===== src/rtl/adc_pkg.sv =====
// Shared types, widths and default timing for the AD7938 conversion sequencer.
package adc_pkg;

  localparam int unsigned ADC_W    = 12;
  localparam int unsigned MAX_LOG2 = 7;
  localparam int unsigned ACC_W    = ADC_W + MAX_LOG2;
  localparam int unsigned CNT_W    = 8;
  localparam int unsigned TMR_W    = 8;

  localparam int unsigned CONV_LO_DEF    = 2;
  localparam int unsigned BUSY_GUARD_DEF = 2;
  localparam int unsigned RD_CYCLES_DEF  = 3;
  localparam int unsigned TIMEOUT_DEF    = 255;

  typedef enum logic [2:0] {
    StIdle,
    StConv,
    StGuard,
    StWaitBusy,
    StRead,
    StAcc,
    StFinish
  } seq_state_e;

  // Divide by 2^n with round-half-up; the 19-bit sum cannot overflow for n <= 7.
  function automatic logic [ADC_W-1:0] round_shift(input logic [ACC_W-1:0] acc,
                                                   input logic [2:0]       n);
    logic [ACC_W-1:0] sum;
    sum = '0;
    if (n == 3'd0) begin
      round_shift = acc[ADC_W-1:0];
    end else begin
      sum         = acc + (ACC_W'(1) << (n - 3'd1));
      round_shift = ADC_W'(sum >> n);
    end
  endfunction

endpackage


===== src/rtl/adc_avg_acc.sv =====
// Sample accumulator, sample counter and rounded average for one averaging burst.
module adc_avg_acc
  import adc_pkg::*;
(
  input  logic             clk_i,
  input  logic             rst_i,
  input  logic             clr_i,
  input  logic             add_i,
  input  logic [2:0]       log2_i,
  input  logic [ADC_W-1:0] sample_i,
  output logic             last_o,
  output logic [ADC_W-1:0] avg_o
);

  logic [ACC_W-1:0] acc_q;
  logic [CNT_W-1:0] cnt_q;
  logic [2:0]       n_q;

  always_ff @(posedge clk_i) begin
    if (rst_i) begin
      acc_q <= '0;
      cnt_q <= '0;
      n_q   <= '0;
    end else if (clr_i) begin
      acc_q <= '0;
      cnt_q <= '0;
      n_q   <= log2_i;
    end else if (add_i) begin
      acc_q <= acc_q + ACC_W'(sample_i);
      cnt_q <= cnt_q + CNT_W'(1);
    end
  end

  always_comb begin
    last_o = (cnt_q == (CNT_W'(1) << n_q));
    avg_o  = round_shift(acc_q, n_q);
  end

endmodule


===== src/rtl/adc_avg_seq.sv =====
// AD7938 convert/read sequencer: runs 2^n timed conversions and holds the rounded average.
module adc_avg_seq
  import adc_pkg::*;
#(
  parameter int unsigned CONV_LO    = CONV_LO_DEF,
  parameter int unsigned BUSY_GUARD = BUSY_GUARD_DEF,
  parameter int unsigned RD_CYCLES  = RD_CYCLES_DEF,
  parameter int unsigned TIMEOUT    = TIMEOUT_DEF
) (
  input  logic             clk,
  input  logic             rst,
  input  logic             start,
  input  logic             abort,
  input  logic [2:0]       avg_log2,
  input  logic             adc_busy,
  input  logic [ADC_W-1:0] d_buf_in,
  output logic             adc1_convst_,
  output logic             cs_buf,
  output logic             rd_buf,
  output logic             wr_buf,
  output logic [ADC_W-1:0] result,
  output logic             done,
  output logic             seq_busy,
  output logic             err_timeout,
  output logic             err_overrun
);

  localparam logic [TMR_W-1:0] ConvLast  = TMR_W'(CONV_LO - 1);
  localparam logic [TMR_W-1:0] GuardLast = TMR_W'(BUSY_GUARD - 1);
  localparam logic [TMR_W-1:0] RdLast    = TMR_W'(RD_CYCLES - 1);
  localparam logic [TMR_W-1:0] ToLast    = TMR_W'(TIMEOUT - 1);

  seq_state_e       state_q;
  logic [TMR_W-1:0] tmr_q;
  logic             convst_q, cs_q, rd_q, done_q, busy_q, err_to_q, err_ov_q;
  logic [ADC_W-1:0] result_q, avg;
  logic             idle_like, acc_clr, acc_add, acc_last;

  // FINISH only shows the done pulse, so a new start is accepted there as in IDLE.
  always_comb begin
    idle_like = (state_q == StIdle) || (state_q == StFinish);
    acc_clr   = idle_like && start;
    acc_add   = (state_q == StRead) && (tmr_q == RdLast) && !abort;
  end

  adc_avg_acc u_acc (
    .clk_i    (clk),
    .rst_i    (rst),
    .clr_i    (acc_clr),
    .add_i    (acc_add),
    .log2_i   (avg_log2),
    .sample_i (d_buf_in),
    .last_o   (acc_last),
    .avg_o    (avg)
  );

  always_ff @(posedge clk) begin
    if (rst) begin
      state_q  <= StIdle;
      tmr_q    <= '0;
      convst_q <= 1'b1;
      cs_q     <= 1'b1;
      rd_q     <= 1'b1;
      done_q   <= 1'b0;
      busy_q   <= 1'b0;
      err_to_q <= 1'b0;
      err_ov_q <= 1'b0;
      result_q <= '0;
    end else begin
      done_q <= 1'b0;
      if (start && busy_q) err_ov_q <= 1'b1;
      if (!idle_like && abort) begin
        state_q  <= StIdle;
        convst_q <= 1'b1;
        cs_q     <= 1'b1;
        rd_q     <= 1'b1;
        done_q   <= 1'b1;
        busy_q   <= 1'b0;
      end else begin
        unique case (state_q)
          StIdle, StFinish: begin
            state_q <= StIdle;
            if (start) begin
              state_q  <= StConv;
              tmr_q    <= '0;
              convst_q <= 1'b0;
              busy_q   <= 1'b1;
              err_to_q <= 1'b0;
              err_ov_q <= 1'b0;
            end
          end
          StConv: begin
            tmr_q <= tmr_q + TMR_W'(1);
            if (tmr_q == ConvLast) begin
              state_q  <= StGuard;
              convst_q <= 1'b1;
              tmr_q    <= '0;
            end
          end
          StGuard: begin
            tmr_q <= tmr_q + TMR_W'(1);
            if (tmr_q == GuardLast) begin
              state_q <= StWaitBusy;
              tmr_q   <= '0;
            end
          end
          StWaitBusy: begin
            tmr_q <= tmr_q + TMR_W'(1);
            if (!adc_busy) begin
              state_q <= StRead;
              cs_q    <= 1'b0;
              rd_q    <= 1'b0;
              tmr_q   <= '0;
            end else if (tmr_q == ToLast) begin
              state_q  <= StIdle;
              err_to_q <= 1'b1;
              done_q   <= 1'b1;
              busy_q   <= 1'b0;
            end
          end
          StRead: begin
            tmr_q <= tmr_q + TMR_W'(1);
            if (tmr_q == RdLast) begin
              state_q <= StAcc;
              cs_q    <= 1'b1;
              rd_q    <= 1'b1;
            end
          end
          StAcc: begin
            if (acc_last) begin
              state_q  <= StFinish;
              result_q <= avg;
              done_q   <= 1'b1;
              busy_q   <= 1'b0;
            end else begin
              state_q  <= StConv;
              convst_q <= 1'b0;
              tmr_q    <= '0;
            end
          end
          default: state_q <= StIdle;
        endcase
      end
    end
  end

  assign adc1_convst_ = convst_q;
  assign cs_buf       = cs_q;
  assign rd_buf       = rd_q;
  assign wr_buf       = 1'b1;
  assign result       = result_q;
  assign done         = done_q;
  assign seq_busy     = busy_q;
  assign err_timeout  = err_to_q;
  assign err_overrun  = err_ov_q;

endmodule


===== config.mk =====
export PLATFORM = sky130hd
export DESIGN_NAME = adc_avg_seq
export DESIGN_NICKNAME = d
export VERILOG_FILES = /design/src/rtl/adc_pkg.sv /design/src/rtl/adc_avg_acc.sv /design/src/rtl/adc_avg_seq.sv
export SDC_FILE = /design/constraint.sdc
export NUM_CORES = 1
export LEC_CHECK = 0
export CORE_MARGIN = 2
export CORE_UTILIZATION = 50
export CTS_BUF_LIST = sky130_fd_sc_hd__clkbuf_8 sky130_fd_sc_hd__clkbuf_16
export CTS_CLUSTER_SIZE = 16
export DETAILED_ROUTE_END_ITERATION = 8
export GPL_TIMING_DRIVEN = 0
export PLACE_DENSITY = 0.67
export SLEW_MARGIN = 20
export SYNTH_ARGS = -nofsm -noshare
export SYNTH_HDL_FRONTEND = slang
export SYNTH_HIERARCHICAL = 1
export SYNTH_SLANG_ARGS = --single-unit

===== constraint.sdc =====
create_clock -name clk -period 11.4 [get_ports clk]
set_input_delay 1.71 -clock clk [delete_from_list [all_inputs] [get_ports clk]]
set_output_delay 1.71 -clock clk [all_outputs]
set_load 0.01 [all_outputs]

==> impl_results.md, run 1 <==
- Status: finished, final reports clean
- Die Ht: 106.8 um
- Die area: 0.01142 mm2
- Tmin final: 5.080 ns
- CTS root buf: clkbuf_8
- CORE AREA: 0.01028 mm2
- Worst Setup SP: u_acc/n_q[0]
- Finished Cell Area: 0.006092 mm2
- Post-CTS Hold Fix Bufs: 0
- Worst Min Path Start: u_acc/acc_q[18]
- Diode count: 0
- Worst r2r src: u_acc/n_q[0]
- Internal reg-to-reg setup slack: 6.32 ns
- Routability Congestion: 0.9165
- Hpwl dp: 12200 um
- Crit-path max FO: 10
- I/O Buffers: 38
- Share of cells above drive strength 1: 8.799%
- Die W: 106.8 um
- Antenna-violating nets left: 0
- TNS Setup: 0 ns
- Final setup vio count: 0
- Min setup slack post-route: 6.320 ns
- Fmax: 0.1969 GHz
- CP arrival: 5.30 ns
- Async set-reset flop share out of synthesis: 0%
- Final Cycle Share: 44.56%
- Via count: 5377
- Power, Total: 0.7317 mW
- Clock sinks: 59
- 1st-pass router iterations: 5
- Post-synth EDFFs: 0
- Unrepaired setup endpoints after global routing: no
- Seq cells post-synth: 59
- Num rows: 37
- Yosys warning count: 6
- Most used DFF post-synth: dfxtp_1
- Initial core utilization: 51.46%
- IO Pins: 40
- Via/cell ratio: 6.311
- Crit Path Class: flop to flop
- WL/cell: 18.56 um
- First-pass GRT wire length: 25830 um
- Syn nets: 711
- Synth top area cells: dfxtp_1, ha_1, mux2i_1
- Total congestion overflow: 0
- H-tree Lvls: 3
- Synthesized area per cell: 7.989 um2
- DRT Wirelength: 15810 um
- Register area share after synthesis: 22.33%
- DRC Markers: 0
- Post-cts sizing count: 0
- Min-Delay Path Class: flop to flop
- Vias in the first global route: 5061
- Final core occ: 59.28%
- Normalized max-slew margin: 34.91%
- Nets: 760
- CTS tree: built
- Leak: 2.367 nW
- Post-synth top area share: 22.33%
- Setup Fix Bufs, Post-CTS: 0
- First-iteration detailed-routing DRC count: 392
- Area leader, netlist: dfxtp_1
- Worst Path Required: 11.62 ns
- Synth Instances: 662
- Clock transition at path regs: 0.08 ns
- Clk_lat worst skew: 0.35 ns
- Final Slew Violations: 0
- Pre-CTS setup slack: 6.492 ns
- PwrDens: 120.1 mW/mm2
- Count leader, synth: nor2_1
- Post-synth cell types: 83
- Crit start category: flop
- Final Hold Viols: 0
- Worst-Margin Slew: 0.9705 ns
- Synth top cells by count: nor2_1, dfxtp_1, a21oi_1
- Initial antenna violation count: 0
- Gr usage total: 28.47%
- Synth-to-Final Area Change: 15.19%
- Maxcap violations: 0
- Setup crit end kind: flop
- Clock skew: 0.01218 ns
- CTS max path bufs: 2
- Placed Area: 0.005846 mm2
- Largest net degree at the start of global routing: 12
- VDD IR max: 0.08488 mV
- Post-Syn Area: 0.005289 mm2
- TritonCTS buffer count: 9
critical path, cell delays in order (launching register included):
cell,delay (ns)
dfxtp_1,0.43
buf_1,0.52
clkbuf_1,0.52
clkbuf_1,0.48
and3_1,0.27
ha_1,0.17
inv_1,0.06
fa_1,0.40
nor2b_1,0.23
o211a_1,0.23
a211oi_1,0.22
or4_1,0.59
mux2i_1,0.30
nand2_1,0.09
a211o_1,0.27
mux2i_1,0.12
nor2_1,0.05
final cells by class:
class / count / area, um2
tap: 136 / 170.2
inverter: 33 / 123.9
fill: 993 / 4185
sequential: 59 / 1181
multi-input combinational: 524 / 3790
buffer: 46 / 200.2
timing repair buffer: 38 / 380.4
clock inverter: 3 / 67.56
clock buffer: 13 / 178.9
metal layers:
layer / share of wire, % / GRT usage [%]
met1: 46 / 39.24
met2: 45 / 45.40
met3: 6.7 / 5.350
met4: 2.0 / 8.256
met5: 0 / 0
sequential cells by signal, summed over array words and instances (netlist names):
name,count
err_timeout,1
u_acc/cnt_q,8
tmr_q,8
err_overrun,1
u_acc/n_q,3
adc1_convst_,1
done,1
u_acc/acc_q,19
state_q,3
result,12
rd_buf,1
seq_busy,1
worst paths after layout:
path	depth (start not counted)	endpoint
worst min-delay path	2	u_acc/acc_q[18]
worst max register to register	16	result[10]
worst max-delay path	16	result[10]
worst min register to register	2	u_acc/acc_q[18]
placed cells by master, fill, tap and decap left out, types with 4 or more instances in the layout:
cell / count
nand4_1: 14
a211oi_1: 11
nand2b_1: 9
xnor2_1: 19
o31ai_1: 8
and3_1: 9
o21ai_0: 29
nor2b_1: 8
nand3_1: 23
clkbuf_8: 13
inv_1: 32
or2_2: 5
buf_2: 7
mux2_2: 6
a31oi_1: 9
clkbuf_1: 30
o21a_1: 12
mux4_2: 9
clkdlybuf4s50_1: 38
o211ai_1: 8
mux2i_1: 30
a21o_1: 8
nor3_1: 10
o31a_1: 4
xor2_1: 9
nor2_1: 78
dfxtp_1: 59
nor4_1: 6
a21oi_1: 38
o221ai_1: 6
or3_1: 9
ha_1: 27
o2111ai_1: 6
buf_1: 5
nand2_1: 35
o211a_1: 4
logic make-up after synthesis:
kind of cell,share of synthesized area (%)
adder cells (fa/ha/maj),7.145
AO/OA/AOI/OAI,26.28
multiplexers,11.07
AND/OR/NAND/NOR,22.33
flip-flops,22.33
XOR/XNOR,4.637
other,0.07090
buffers and inverters,6.127
stage by stage:
step / cells / hold WS [ns]
floorplan: 662 / 0.4577
global placement: 836 / 0.4721
detailed placement: 836 / 0.4901
global route: 852 / 0.5339
finish: 852 / 0.4995
CTS: 852 / 0.5042
where the power goes:
part | leakage (nW) | internal (mW) | switching (mW)
clock network | 0.122 | 0.147 | 0.0903
registers | 0.477 | 0.217 | 0.0102
logic | 1.77 | 0.104 | 0.163
total | 2.37 | 0.468 | 0.263
Power figures use the tool's default switching activity.
==> inputs of run 2 (changes only) <==
- clock period: 11.4 -> 4.95 ns (I/O delays scaled with it)
==> run 2 against run 1 <==
Worst setup slack worse by 6.0 ns. First-iteration DRC count is 4.1% higher. Maximum frequency rose by 10%. Flip-flop and latch count unchanged. Critical path depth did not move. Sequential share of layout area is essentially flat. Routed wire length rose by 0.37%. Worst hold slack better by 0.00077 ns. Core utilization rose by 0.073 points. Largest power group unchanged. Total power increased by 130%. Final area grew 0.12%.
==> impl_results.md, run 2 (synthesized netlist as in run 1, its figures left out) <==
- Via count: 5366 (was 5377)
- Final Cycle Share: 93.23% (was 44.56%)
- CP arrival: 4.84 ns (was 5.30 ns)
- IO Pins: 40 (unchanged)
- CORE AREA: 0.01028 mm2 (unchanged)
- Crit start category: flop (unchanged)
- Setup Fix Bufs, Post-CTS: 0 (unchanged)
- WHS Path Cells: 2 (unchanged)
- CTS max path bufs: 2 (unchanged)
- Final instance count without filler cells: 852 (unchanged)
- Routability Congestion: 0.9165 (unchanged)
- Fillcell total: 993 (unchanged)
- Vias in the first global route: 5061 (unchanged)
- Worst r2r src: u_acc/n_q[0] (unchanged)
- Clock transition at path regs: 0.08 ns (about the same)
- Hpwl dp: 12200 um (unchanged)
- Gr usage total: 28.47% (unchanged)
- DRT Wirelength: 15870 um (was 15810 um)
- Worst Min Path Start: u_acc/acc_q[18] (unchanged)
- Power, Total: 1.687 mW (was 0.7317 mW)
- Worst min-delay path endpoint: u_acc/acc_q[18] (unchanged)
- Diode count: 0 (unchanged)
- First-pass GRT wire length: 25830 um (unchanged)
- Worst-Margin Slew: 0.7674 ns (was 0.9705 ns)
- Share of cells above drive strength 1: 9.218% (was 8.799%)
- Initial antenna violation count: 0 (unchanged)
- Die Ht: 106.8 um (unchanged)
- PwrDens: 276.6 mW/mm2 (was 120.1 mW/mm2)
- Reg-to-Reg End: result[1] (was result[10])
- Post-cts sizing count: 0 (unchanged)
- First-iteration detailed-routing DRC count: 408 (was 392)
- Finished Cell Area: 0.006100 mm2 (was 0.006092 mm2)
- Final Slew Violations: 0 (unchanged)
- Total congestion overflow: 0 (unchanged)
- Num rows: 37 (unchanged)
- Max FFs per register: 19 (unchanged)
- Internal reg-to-reg setup slack: 0.34 ns (was 6.32 ns)
- VDD IR max: 0.1952 mV (was 0.08488 mV)
- Post-CTS Hold Fix Bufs: 0 (unchanged)
- Final setup vio count: 0 (unchanged)
- Nets: 760 (unchanged)
- TritonCTS buffer count: 9 (unchanged)
- Normalized max-slew margin: 47.52% (was 34.91%)
- Leak: 2.375 nW (was 2.367 nW)
- CTS tree: built (unchanged)
- Most flops, register: u_acc/acc_q (unchanged)
- DRC Markers: 0 (unchanged)
- Die W: 106.8 um (unchanged)
- Crit-path max FO: 10 (unchanged)
- WL/cell: 18.63 um (was 18.56 um)
- Setup crit end kind: flop (unchanged)
- Placed cells: 836 (unchanged)
- Clock sinks: 59 (unchanged)
- H-tree Lvls: 3 (unchanged)
- TNS Setup: 0 ns (unchanged)
- Most common cell after layout, fill and taps aside: nor2_1 (unchanged)
- Min-Delay Path Class: flop to flop (unchanged)
- Clk_lat worst skew: 0.35 ns (about the same)
- Worst-case reg-to-reg path depth: 16 (unchanged)
- Status: finished, final reports clean (unchanged)
- Fmax: 0.2167 GHz (was 0.1969 GHz)
- Worst Path Required: 5.17 ns (was 11.62 ns)
- Antenna-violating nets left: 0 (unchanged)
- I/O Buffers: 38 (unchanged)
- Die area: 0.01142 mm2 (unchanged)
- Synth-to-Final Area Change: 15.33% (was 15.19%)
- Via/cell ratio: 6.298 (was 6.311)
- Clock skew: 0.01234 ns (was 0.01218 ns)
- Crit Path Class: flop to flop (unchanged)
- Most frequent cells in the layout: nor2_1, dfxtp_1, a21oi_1, clkdlybuf4s50_1, nand2_1 (unchanged)
- Unrepaired setup endpoints after global routing: no (unchanged)
- 1st-pass router iterations: 6 (was 5)
- Placed Area: 0.005846 mm2 (unchanged)
- Final core occ: 59.35% (was 59.28%)
- Maxcap violations: 0 (unchanged)
- Largest net degree at the start of global routing: 12 (unchanged)
- CTS root buf: clkbuf_8 (unchanged)
- Final Hold Viols: 0 (unchanged)
- Initial core utilization: 51.46% (unchanged)
- Tmin final: 4.615 ns (was 5.080 ns)
[run 2: critical path: stages (launching register included)]
cell      delay [ns]
dfxtp_1         0.44
clkbuf_2        0.34
clkbuf_2        0.34
clkbuf_1        0.45
and3_1          0.27
ha_1            0.17
inv_1           0.06
fa_1            0.40
nor2b_1         0.23
o211a_1         0.24
a211o_1         0.29
and3_1          0.24
nor2_1          0.09
mux4_2          0.46
mux2_2          0.28
mux2i_1         0.13
nor2_1          0.05
[run 2: per-layer routing]
layer	vias up	GRT usage, %	part of all wire [%]
met5	-	0	0
li1	2580	-	-
met3	33	5.350	6.3
met2	199	45.40	46
met4	0	8.256	2.0
met1	2554	39.24	46
[run 2: layout make-up]
class	instances	area (um2)	area share (%)
inverters	33	123.9	2.031
plain buffers	46	202.7	3.323
multi-input cells	524	3795	62.22
flip-flops and latches	59	1181	19.36
well taps	136	170.2	2.790
clock buffers	13	178.9	2.933
repair buffers	38	380.4	6.236
clock inverters	3	67.56	1.108
[run 2: worst max-delay path by stage]
stage	from	to	cells past startpoint
finish	u_acc/n_q[0]	result[1]	16
global route	u_acc/n_q[1]	result[1]	16
CTS	u_acc/n_q[0]	result[10]	16
detailed placement	u_acc/n_q[0]	result[10]	16
global placement	u_acc/n_q[0]	result[8]	16
floorplan	u_acc/n_q[0]	result[1]	16
[run 2: per-stage QoR]
step	setup WS (ns)	hold WS (ns)
2_1_floorplan	1.107	0.4577
5_1_grt	0.009076	0.5339
6_report	0.3353	0.5002
3_3_place_gp	0.1108	0.4721
3_5_place_dp	0.04179	0.4901
4_1_cts	0.01962	0.5042
[run 2: power breakdown]
| part | switching [mW] | internal, mW |
|---|---|---|
| combinational | 0.376 | 0.241 |
| clock | 0.208 | 0.339 |
| sequential | 0.0237 | 0.500 |
| total | 0.608 | 1.08 |
==> inputs of run 3 (changes only) <==
- CORE_MARGIN: 2 -> 4
- RECOVER_POWER: default -> 25
- SKIP_CTS_REPAIR_TIMING: default -> 1
==> run 3 against run 2 <==
Global-route usage shrank 3.1 points. First-iteration DRC count grew 34%. Worst hold slack lost 0.0084 ns. Largest power group unchanged.
==> impl_results.md, run 3 (synthesized netlist as in run 1, its figures left out) <==
- Status: finished, final reports clean (unchanged)
- Clock sinks: 59 (unchanged)
- Die area: 0.01229 mm2 (was 0.01142 mm2)
- Nets: 760 (unchanged)
- P_sw: 0.6072 mW (was 0.6079 mW)
- Hpwl dp: 12150 um (was 12200 um)
- Reg-to-Reg End: result[1] (unchanged)
- Die Ht: 110.8 um (was 106.8 um)
- Most flops, register: u_acc/acc_q (unchanged)
- Fillcell total: 1004 (was 993)
- Vias in the first global route: 5009 (was 5061)
- Worst Path Required: 5.17 ns (about the same)
- IO Pins: 40 (unchanged)
- Largest net degree at the start of global routing: 12 (unchanged)
- Leak: 2.426 nW (was 2.375 nW)
- Most frequent cells in the layout: nor2_1, dfxtp_1, a21oi_1, nand2_1, inv_1 (was nor2_1, dfxtp_1, a21oi_1, clkdlybuf4s50_1, nand2_1)
- Min-Delay Path Class: flop to flop (unchanged)
- Via count: 5298 (was 5366)
- Most common cell after layout, fill and taps aside: nor2_1 (unchanged)
- Final Slew Violations: 0 (unchanged)
- Final Hold Viols: 0 (unchanged)
- Reg power frac: 31.0% (about the same)
- DRC Markers: 0 (unchanged)
- Diode count: 0 (unchanged)
- Gate power share: 36.4% (was 36.5%)
- Antenna-violating nets left: 0 (unchanged)
- Maxcap violations: 0 (unchanged)
- WHS Path Cells: 2 (unchanged)
- CORE AREA: 0.01032 mm2 (was 0.01028 mm2)
- VDD IR max: 0.1483 mV (was 0.1952 mV)
- Normalized max-slew margin: 37.04% (was 47.52%)
- CP arrival: 4.98 ns (was 4.84 ns)
- First-iteration detailed-routing DRC count: 546 (was 408)
- Worst Min Path Start: u_acc/acc_q[18] (unchanged)
- CTS tree: built (unchanged)
- Net Sw Frac: 35.97% (was 36.03%)
- Via/cell ratio: 6.218 (was 6.298)
- Power, Total: 1.688 mW (was 1.687 mW)
- WL/cell: 18.46 um (was 18.63 um)
- Final Cycle Share: 96.15% (was 93.23%)
- Final instance count without filler cells: 852 (unchanged)
- Fin Hold WS: 0.4918 ns (was 0.5002 ns)
- Initial antenna violation count: 0 (unchanged)
- Clock share of power: 32.6% (was 32.4%)
- H-tree Lvls: 3 (unchanged)
- Synth-to-Final Area Change: 15.12% (was 15.33%)
- Final setup vio count: 0 (unchanged)
- DRT Wirelength: 15730 um (was 15870 um)
- Initial core utilization: 51.23% (was 51.46%)
- Worst-case reg-to-reg path depth: 16 (unchanged)
- TritonCTS buffer count: 9 (unchanged)
- Crit start category: flop (unchanged)
- I/O Buffers: 38 (unchanged)
- Tmin final: 4.759 ns (was 4.615 ns)
- 1st-pass router iterations: 5 (was 6)
- Unrepaired setup endpoints after global routing: no (unchanged)
- Clock skew: 0.008468 ns (was 0.01234 ns)
- Worst-Margin Slew: 0.9387 ns (was 0.7674 ns)
- Worst min-delay path endpoint: u_acc/acc_q[18] (unchanged)
- Share of cells above drive strength 1: 8.799% (was 9.218%)
- Die W: 110.8 um (was 106.8 um)
- First-pass GRT wire length: 25730 um (was 25830 um)
- Max FFs per register: 19 (unchanged)
- Crit Path Class: flop to flop (unchanged)
- Clk_lat worst skew: 0.35 ns (about the same)
- Clock transition at path regs: 0.07 ns (was 0.08 ns)
- CTS root buf: clkbuf_8 (unchanged)
- Routability Congestion: 0.9242 (was 0.9165)
- Crit-path max FO: 10 (unchanged)
- PwrDens: 277.2 mW/mm2 (was 276.6 mW/mm2)
- TNS Setup: 0 ns (unchanged)
- CTS max path bufs: 2 (unchanged)
- Setup crit end kind: flop (unchanged)
- Fmax: 0.2101 GHz (was 0.2167 GHz)
- Gr usage total: 25.39% (was 28.47%)
- Placed cells: 836 (unchanged)
- Int Pwr: 1.081 mW (was 1.079 mW)
- Total congestion overflow: 0 (unchanged)
- Internal reg-to-reg setup slack: 0.19 ns (was 0.34 ns)
- Num rows: 37 (unchanged)
- Worst r2r src: u_acc/n_q[0] (unchanged)
## run 3: cell types whose count changed in the layout (fill, tap and decap cells not counted), moves of 2 or more
cell | previous run | this run
clkdlybuf4s50_1 | 38 | 19
clkbuf_8 | 13 | 10
dlygate4sd3_1 | 0 | 19
clkinv_2 | 0 | 2
## run 3: worst max-delay path: stages (launching register included)
cell      delay, ns
dfxtp_1        0.42
clkbuf_2       0.33
clkbuf_1       0.48
clkbuf_1       0.46
and3_1         0.27
ha_1           0.17
inv_1          0.05
fa_1           0.40
nor2b_1        0.23
o211a_1        0.22
a211o_1        0.31
and3_1         0.24
nor2_1         0.10
mux4_2         0.48
mux2_2         0.28
mux2i_1        0.13
nor2_1         0.05
## run 3: final cells by class
class	count	area, um2	share of cell area, %
clock inverter	6	103.9	1.706
inverter	33	123.9	2.035
clock buffer	10	137.6	2.261
buffer	46	201.4	3.309
multi-input combinational	524	3790	62.25
sequential	59	1181	19.40
timing repair buffer	38	380.4	6.247
tap	136	170.2	2.795
## run 3: power groups by stage
stage	Combinational (mW)	Clock (mW)	Sequential, mW
6_report	0.614	0.551	0.523
3_5_place_dp	0.601	0	0.534
3_3_place_gp	0.588	0	0.532
5_1_grt	0.667	0.583	0.526
4_1_cts	0.604	0.563	0.523
2_1_floorplan	0.417	0	0.533
## run 3: worst max-delay path by stage
| stage | start | endpoint | slack (ns) | cells past startpoint |
|---|---|---|---|---|
| after floorplan | u_acc/n_q[0] | result[1] | 1.11 | 16 |
| after global placement | u_acc/n_q[0] | result[10] | 0.1 | 16 |
| after detailed placement | u_acc/n_q[0] | result[10] | 0.13 | 16 |
| after CTS | u_acc/n_q[0] | result[10] | 0.09 | 16 |
| after global routing | u_acc/n_q[0] | result[10] | 0.02 | 16 |
| final | u_acc/n_q[0] | result[1] | 0.19 | 16 |
## run 3: layer usage
layer,GRT usage (%),up-vias,routed length [um]
li1,-,2570,-
met1,35.61,2467,7250
met2,39.08,226,6965
met3,5.349,35,1190
met4,7.800,0,325
met5,0,-,0
## run 3: stage by stage
stage / setup slack, ns / instance area (um2) / util, %
6_report: 0.1907 / 6088 / 58.97
5_1_grt: 0.01993 / 6088 / 58.97
4_1_cts: 0.09115 / 6087 / 58.96
3_5_place_dp: 0.1291 / 5846 / 56.62
3_3_place_gp: 0.09629 / 5839 / 56.56
2_1_floorplan: 1.107 / 5289 / -
